## src/rtl/chip_test_scheduler.sv

```systemverilog
`default_nettype none
// ============================================================================
//  Module      : chip_test_scheduler
//  Description : Owns the shared DUT socket. Latches a tester selection on a
//                Start edge, launches that tester, muxes its pin drive onto
//                the socket, waits for Done or timeout, and holds a pass/fail
//                verdict until the user acknowledges it.
//  Revision    : 1.0 - initial release
// ============================================================================
module chip_test_scheduler #(
  parameter int N_TESTERS = 4,
  parameter int SEL_W     = 2,
  parameter int PIN_W     = 16,
  parameter int TIMEOUT   = 65535
) (
  input  logic                       Clk,
  input  logic                       Reset,
  input  logic                       Start,
  input  logic [SEL_W-1:0]           Sel,
  input  logic                       Ack,
  output logic [N_TESTERS-1:0]       tst_run,
  input  logic [N_TESTERS-1:0]       tst_done,
  input  logic [N_TESTERS-1:0]       tst_rslt,
  output logic [N_TESTERS-1:0]       tst_disp,
  input  logic [N_TESTERS*PIN_W-1:0] tst_drive,
  output logic [PIN_W-1:0]           dut_drive,
  output logic [SEL_W-1:0]           Active_sel,
  output logic                       Busy,
  output logic                       Done,
  output logic                       Pass,
  output logic                       Fail,
  output logic                       Timeout,
  output logic                       BadSel
);

  // Timer only has to reach TIMEOUT-1; one extra code leaves room to saturate.
  localparam int                 TMR_W      = $clog2(TIMEOUT + 1);
  localparam logic [TMR_W-1:0]   c_tmr_last = TMR_W'(TIMEOUT - 1);
  localparam logic [TMR_W-1:0]   c_tmr_max  = '1;
  localparam logic [SEL_W:0]     c_n_testers = (SEL_W + 1)'(N_TESTERS);

  typedef enum logic [2:0] {
    S_IDLE    = 3'd0,
    S_LAUNCH  = 3'd1,
    S_RUN     = 3'd2,
    S_SAMPLE  = 3'd3,
    S_RESULT  = 3'd4,
    S_RELEASE = 3'd5
  } state_t;

  state_t                r_state;
  state_t                w_next;
  logic                  r_start_q;
  logic                  r_ack_q;
  logic                  r_armed;
  logic [TMR_W-1:0]      r_timer;
  logic [TMR_W-1:0]      w_timer_nxt;
  logic [SEL_W-1:0]      r_sel;
  logic [SEL_W-1:0]      w_sel_nxt;
  logic [N_TESTERS-1:0]  r_run;
  logic [N_TESTERS-1:0]  r_disp;
  logic                  r_busy;
  logic                  r_done;
  logic                  r_pass;
  logic                  r_fail;
  logic                  r_timeout;
  logic                  r_badsel;
  logic                  w_pass_nxt;
  logic                  w_fail_nxt;
  logic                  w_timeout_nxt;
  logic                  w_badsel_nxt;
  logic                  w_start_rise;
  logic                  w_ack_rise;
  logic                  w_sel_ok;
  logic                  w_cur_done;
  logic                  w_cur_rslt;
  logic [PIN_W-1:0]      w_cur_drive;

  function automatic logic [N_TESTERS-1:0] f_onehot(input logic [SEL_W-1:0] s);
    logic [N_TESTERS-1:0] v;
    v = '0;
    for (int i = 0; i < N_TESTERS; i++) begin
      if (s == SEL_W'(i)) v[i] = 1'b1;
    end
    return v;
  endfunction

  // Edges are only honoured once a clock has passed since reset, so levels
  // already high at reset release do not count as edges.
  assign w_start_rise = Start & ~r_start_q & r_armed;
  assign w_ack_rise   = Ack   & ~r_ack_q   & r_armed;
  assign w_sel_ok     = ({1'b0, Sel} < c_n_testers);

  // Edge-detect history for the user Start/Ack levels.
  always_ff @(posedge Clk or negedge Reset) begin
    if (!Reset) begin
      r_start_q <= 1'b0;
      r_ack_q   <= 1'b0;
      r_armed   <= 1'b0;
    end else begin
      r_start_q <= Start;
      r_ack_q   <= Ack;
      r_armed   <= 1'b1;
    end
  end

  // Pick out the active tester's done/result/drive (select held in r_sel).
  always_comb begin
    w_cur_done  = 1'b0;
    w_cur_rslt  = 1'b0;
    w_cur_drive = '0;
    for (int i = 0; i < N_TESTERS; i++) begin
      if (r_sel == SEL_W'(i)) begin
        w_cur_done  = tst_done[i];
        w_cur_rslt  = tst_rslt[i];
        w_cur_drive = tst_drive[i*PIN_W +: PIN_W];
      end
    end
  end

  // Next-state, timer and verdict logic.
  always_comb begin
    w_next        = r_state;
    w_sel_nxt     = r_sel;
    w_timer_nxt   = r_timer;
    w_pass_nxt    = r_pass;
    w_fail_nxt    = r_fail;
    w_timeout_nxt = r_timeout;
    w_badsel_nxt  = r_badsel;
    case (r_state)
      S_IDLE: begin
        if (w_start_rise) begin
          if (w_sel_ok) begin
            w_next        = S_LAUNCH;
            w_sel_nxt     = Sel;
            w_pass_nxt    = 1'b0;
            w_fail_nxt    = 1'b0;
            w_timeout_nxt = 1'b0;
            w_badsel_nxt  = 1'b0;
          end else begin
            w_badsel_nxt  = 1'b1;
          end
        end
      end
      S_LAUNCH: begin
        w_timer_nxt = '0;
        w_next      = S_RUN;
      end
      S_RUN: begin
        if (r_timer != c_tmr_max) w_timer_nxt = r_timer + 1'b1;
        // Done takes priority over an expiring timer in the same cycle.
        if (w_cur_done) begin
          w_next = S_SAMPLE;
        end else if (r_timer == c_tmr_last) begin
          w_fail_nxt    = 1'b1;
          w_timeout_nxt = 1'b1;
          w_next        = S_RELEASE;
        end
      end
      S_SAMPLE: begin
        w_pass_nxt = w_cur_rslt;
        w_fail_nxt = ~w_cur_rslt;
        w_next     = S_RESULT;
      end
      S_RESULT: begin
        if (w_ack_rise) w_next = S_RELEASE;
      end
      S_RELEASE: begin
        w_next = S_IDLE;
      end
      default: begin
        w_next = S_IDLE;
      end
    endcase
  end

  // State register; outputs are registered from the next state so they line
  // up with the state they describe.
  always_ff @(posedge Clk or negedge Reset) begin
    if (!Reset) begin
      r_state   <= S_IDLE;
      r_timer   <= '0;
      r_sel     <= '0;
      r_run     <= '0;
      r_disp    <= '0;
      r_busy    <= 1'b0;
      r_done    <= 1'b0;
      r_pass    <= 1'b0;
      r_fail    <= 1'b0;
      r_timeout <= 1'b0;
      r_badsel  <= 1'b0;
    end else begin
      r_state   <= w_next;
      r_timer   <= w_timer_nxt;
      r_sel     <= w_sel_nxt;
      r_run     <= (w_next == S_LAUNCH)  ? f_onehot(w_sel_nxt) : '0;
      r_disp    <= (w_next == S_RELEASE) ? f_onehot(w_sel_nxt) : '0;
      r_busy    <= (w_next == S_LAUNCH) || (w_next == S_RUN) || (w_next == S_SAMPLE);
      r_done    <= (w_next == S_RESULT);
      r_pass    <= w_pass_nxt;
      r_fail    <= w_fail_nxt;
      r_timeout <= w_timeout_nxt;
      r_badsel  <= w_badsel_nxt;
    end
  end

  // The socket is driven only while a test is actually in flight.
  assign dut_drive  = r_busy ? w_cur_drive : '0;
  assign tst_run    = r_run;
  assign tst_disp   = r_disp;
  assign Active_sel = r_sel;
  assign Busy       = r_busy;
  assign Done       = r_done;
  assign Pass       = r_pass;
  assign Fail       = r_fail;
  assign Timeout    = r_timeout;
  assign BadSel     = r_badsel;

endmodule
`default_nettype wire

```

## config.mk

```make
export PLATFORM = sky130hd
export DESIGN_NAME = chip_test_scheduler
export DESIGN_NICKNAME = d
export VERILOG_FILES = /design/src/rtl/chip_test_scheduler.sv
export SDC_FILE = /design/constraint.sdc
export NUM_CORES = 1
export LEC_CHECK = 0
export BUFFER_PORTS_ARGS = -buffer_cell sky130_fd_sc_hd__buf_2
export CAP_MARGIN = 20
export CORE_UTILIZATION = 47
export CTS_CLUSTER_DIAMETER = 60
export DETAILED_ROUTE_END_ITERATION = 10
export PLACE_DENSITY = 0.85
export SLEW_MARGIN = 30
export SYNTH_ARGS = -nofsm -noshare
export SYNTH_HDL_FRONTEND = slang
export SYNTH_SLANG_ARGS = --single-unit
export TNS_END_PERCENT = 5
```

## constraint.sdc

```tcl
create_clock -name Clk -period 3.1 [get_ports Clk]
set_input_delay 0.155 -clock Clk [delete_from_list [all_inputs] [get_ports Clk]]
set_output_delay 0.155 -clock Clk [all_outputs]
set_load 0.01 [all_outputs]
```

==> flow_summary.html <==
<table>
<tr><th>Metric</th><th>Value</th></tr>
<tr><th colspan="2">Timing</th></tr>
<tr><td>Slew margin rel.</td><td>47.0%</td></tr>
<tr><td>Final Critical Period</td><td>around 2.4 ns</td></tr>
<tr><td>Hold slack</td><td>approximately 0.014 ns</td></tr>
<tr><td>Final count of pins violating max slew</td><td>0</td></tr>
<tr><td>Number of hold violations in the final report</td><td>0</td></tr>
<tr><td>Setup repair after global routing missed its margin</td><td>no</td></tr>
<tr><td>Highest Clock Rate</td><td>about 0.41 GHz</td></tr>
<tr><td>Transition time at the pin with the least slew margin</td><td>0.795 ns</td></tr>
<tr><td>Number of setup violations in the final report</td><td>0</td></tr>
<tr><td>Final period utilization</td><td>a little under 80%</td></tr>
<tr><td>Worst Clk Skew</td><td>between 0.003 and 0.004 ns</td></tr>
<tr><td>Total negative setup slack</td><td>0 ns</td></tr>
<tr><th colspan="2">Routing</th></tr>
<tr><td>Via-per-instance ratio</td><td>roughly 5.6</td></tr>
<tr><td>Violation count after the first detailed-route iteration</td><td>119</td></tr>
<tr><td>Uppermost routed layer</td><td>met4</td></tr>
<tr><td>Total iterations of the first detailed-routing run</td><td>4</td></tr>
<tr><td>Met3 wire length</td><td>just under 600 um</td></tr>
<tr><td>Routed wl met2</td><td>roughly 3200 um</td></tr>
<tr><td>Number of nets still failing antenna checks after routing</td><td>0</td></tr>
<tr><td>DRC viols</td><td>0</td></tr>
<tr><td>Via count</td><td>~2300</td></tr>
<tr><td>Average wire per cell in the routed design</td><td>roughly 16 um</td></tr>
<tr><td>Wl on met1</td><td>2530 um</td></tr>
<tr><td>Routed WL</td><td>6560 um</td></tr>
<tr><th colspan="2">Logic synthesis</th></tr>
<tr><td>Number of distinct library cells after synthesis</td><td>between 40 and 50</td></tr>
<tr><td>Leading cell types by total area after synthesis</td><td>dfrtp_1, mux4_2, and2_1</td></tr>
<tr><td>Register bit count reported by yosys</td><td>37</td></tr>
<tr><td>Largest area contributor in the netlist</td><td>dfrtp_1</td></tr>
<tr><td>Most frequently used cell type in the post-synthesis netlist</td><td>dfrtp_1</td></tr>
<tr><td>Synthesized area per cell</td><td>about 10 um^2</td></tr>
<tr><td>Number of warnings reported in the yosys synthesis log</td><td>0</td></tr>
<tr><td>Post-synth top flop</td><td>dfrtp_1</td></tr>
<tr><td>Commonest cells in the netlist</td><td>dfrtp_1, nand2_1, and2_1, mux4_2, a21oi_1</td></tr>
<tr><td>Fraction of synthesized cell area taken by the top area cell type</td><td>38.4%</td></tr>
<tr><td>Post-synth EDFFs</td><td>0</td></tr>
<tr><td>Total nets after synthesis</td><td>313</td></tr>
<tr><td>Synth async-reset ratio</td><td>100%</td></tr>
<tr><td>Number of standard cells after synthesis</td><td>~230</td></tr>
<tr><td>Synthesized cell area</td><td>~2400 um^2</td></tr>
<tr><td>Part of the Yosys area used for sequential elements</td><td>38.4%</td></tr>
<tr><th colspan="2">Critical path</th></tr>
<tr><td>Critical path data arrival time</td><td>between 2 and 2.5 ns</td></tr>
<tr><td>Required arrival time at the worst endpoint</td><td>slightly below 3 ns</td></tr>
<tr><td>Depth of the most critical reg-to-reg path</td><td>4</td></tr>
<tr><td>Worst R2R Start</td><td>r_state[2]</td></tr>
<tr><td>Critical Path End Type</td><td>primary output</td></tr>
<tr><td>Largest fanout on the critical path</td><td>16</td></tr>
<tr><td>Reg2reg setup slack</td><td>0.79 ns</td></tr>
<tr><td>Critical path startpoint category</td><td>register</td></tr>
<tr><td>Terminus of the critical flop-to-flop path</td><td>r_timer[11]</td></tr>
<tr><td>WS Path Type</td><td>reg -&gt; out</td></tr>
<tr><th colspan="2">Floorplan</th></tr>
<tr><td>Die boundary height</td><td>73.6 um</td></tr>
<tr><td>Placeable core region</td><td>a little under 5000 um^2</td></tr>
<tr><td>Area of the die</td><td>~5400 um^2</td></tr>
<tr><td>Initial Util</td><td>50.0%</td></tr>
<tr><td>Horizontal die dimension</td><td>between 70 and 80 um</td></tr>
<tr><td>Standard-cell rows</td><td>25</td></tr>
<tr><td>Number of top-level pins</td><td>110</td></tr>
<tr><th colspan="2">Power</th></tr>
<tr><td>Pwr/cell area</td><td>approximately 690 nW/um^2</td></tr>
<tr><td>P_leak</td><td>approximately 1.5 nW</td></tr>
<tr><td>VDD IR max</td><td>476 uV</td></tr>
<tr><th colspan="2">Clock network</th></tr>
<tr><td>Clk Tree Root Cell</td><td>clkbuf_8</td></tr>
<tr><td>Clock Path Buffers</td><td>2</td></tr>
<tr><td>TritonCTS Sinks</td><td>37</td></tr>
<tr><td>TritonCTS clock tree</td><td>yes</td></tr>
<tr><td>Depth of the CTS H-tree</td><td>2</td></tr>
<tr><td>Source-to-sink clock delay at the later pin of the worst-skew pair</td><td>0.29 ns</td></tr>
<tr><td>TritonCTS Buffers</td><td>5</td></tr>
<tr><td>Setup bufs post-CTS</td><td>0</td></tr>
<tr><td>Clock-pin slew on the worst setup and hold paths</td><td>roughly 0.07 ns</td></tr>
<tr><th colspan="2">Worst hold path</th></tr>
<tr><td>Cell depth of the worst min-delay path</td><td>1</td></tr>
<tr><td>Worst Hold Endpoint</td><td>r_start_q</td></tr>
<tr><td>Path class of the lowest-slack min-delay path</td><td>in -&gt; reg</td></tr>
<tr><td>Hold_sp</td><td>Start</td></tr>
<tr><th colspan="2">Global route</th></tr>
<tr><td>Aggregate global routing overflow</td><td>0</td></tr>
<tr><td>Overall routing resource usage</td><td>26.7%</td></tr>
<tr><td>Vias in the first global route</td><td>around 2300</td></tr>
<tr><td>Number of antenna violations at the first check in global routing</td><td>1</td></tr>
<tr><td>Largest net degree at the start of global routing</td><td>38</td></tr>
<tr><td>First-pass GRT wire length</td><td>between 10000 and 15000 um</td></tr>
<tr><th colspan="2">Cells and area</th></tr>
<tr><td>Final std cells w/o fill</td><td>between 400 and 500</td></tr>
<tr><td>Finished Core Util</td><td>approximately 64%</td></tr>
<tr><td>Fin nets</td><td>approximately 420</td></tr>
<tr><td>Fraction of layout instances using a drive strength above 1</td><td>between 40% and 50%</td></tr>
<tr><td>Area growth from synthesis to layout</td><td>28.7%</td></tr>
<tr><th colspan="2">Placement</th></tr>
<tr><td>Number of input and output port buffers inserted</td><td>between 100 and 150</td></tr>
<tr><td>HPWL after detailed placement</td><td>approximately 5200 um</td></tr>
<tr><td>Final estimated routing congestion in global placement</td><td>around 0.9</td></tr>
<tr><td>Cell count after placement</td><td>approximately 400</td></tr>
<tr><th colspan="2">Run status</th></tr>
<tr><td>Status</td><td>finished clean</td></tr>
<tr><th colspan="2">Run</th></tr>
<tr><td>Max Cap Viol</td><td>0</td></tr>
</table>
[placed cells by master, fill, tap and decap left out, types with 7 or more instances in the layout]
cell type	count
buf_2	108
dfrtp_1	37
nand2_1	24
and2_1	19
mux4_2	18
a21oi_1	13
nor2_1	10
nand3_1	9
mux2i_1	9
inv_1	7
nand4_1	7
[metal layers]
metal	GRT usage, %	up-vias
met5	0	-
met4	15.0	0
met3	9.47	26
met2	42.3	117
met1	31.7	1029
li1	-	1098
[flip-flops by register name, indices dropped and copies added, names as in the netlist]
signal	count
r_timer	16
Busy	1
Timeout	1
Pass	1
Done	1
tst_run	4
r_start_q	1
tst_disp	4
r_armed	1
Fail	1
r_ack_q	1
r_state	3
Active_sel	2
[critical path: stages, from the launching register on]
cell	delay (ns)
dfrtp_1	0.79
buf_4	0.36
mux4_2	0.53
and2_1	0.16
buf_2	0.14
[layout make-up]
| class | instances | area (um^2) |
|---|---|---|
| timing repair buffer | 114 | 591 |
| clock inverter | 2 | 10.0 |
| multi-input combinational | 174 | 1390 |
| sequential | 37 | 926 |
| clock buffer | 6 | 72.6 |
| inverter | 7 | 26.3 |
| fill | 416 | 1720 |
| tap | 67 | 83.8 |
| antenna | 1 | 2.50 |
[kinds of logic after synthesis]
family	after synthesis	share of synthesized area (%)
mux	30	22.0
flops	37	38.4
compound gates	37	9.97
other cells	2	0.312
fa+ha+maj	2	1.04
simple gates	103	24.3
buf+inv	22	3.95
[how the worst max path moves through the flow]
stage	startpoint	endpoint	depth (start not counted)
2_1_floorplan	r_state[0]	r_timer[11]	6
3_3_place_gp	r_state[2]	r_timer[11]	4
3_5_place_dp	r_state[2]	r_timer[11]	4
4_1_cts	Active_sel[0]	dut_drive[14]	4
5_1_grt	Active_sel[0]	dut_drive[7]	4
6_report	Active_sel[0]	dut_drive[7]	4
[power by group]
| part | switching, mW | internal [mW] | leakage [nW] |
|---|---|---|---|
| registers | 0.170 | 0.561 | 0.493 |
| logic | 0.516 | 0.560 | 0.972 |
| clock network | 0.164 | 0.156 | 0.0450 |
[per-stage QoR]
step	cell area [um^2]	worst slack (ns)	power, mW
floorplan	2410	0.936	1.47
global placement	2990	0.863	1.78
detailed placement	2990	0.837	1.80
CTS	3100	0.643	2.13
global route	3100	0.519	2.28
finish	3100	0.665	2.13
[what timing repair did]
item | in CTS | in global routing
hold buffers | 2 | 0
setup endpoints to repair | 0 | 0
resized for setup | 0 | 0
endpoints found under the hold margin | 38 | 0
Power figures use the tool's default switching activity.
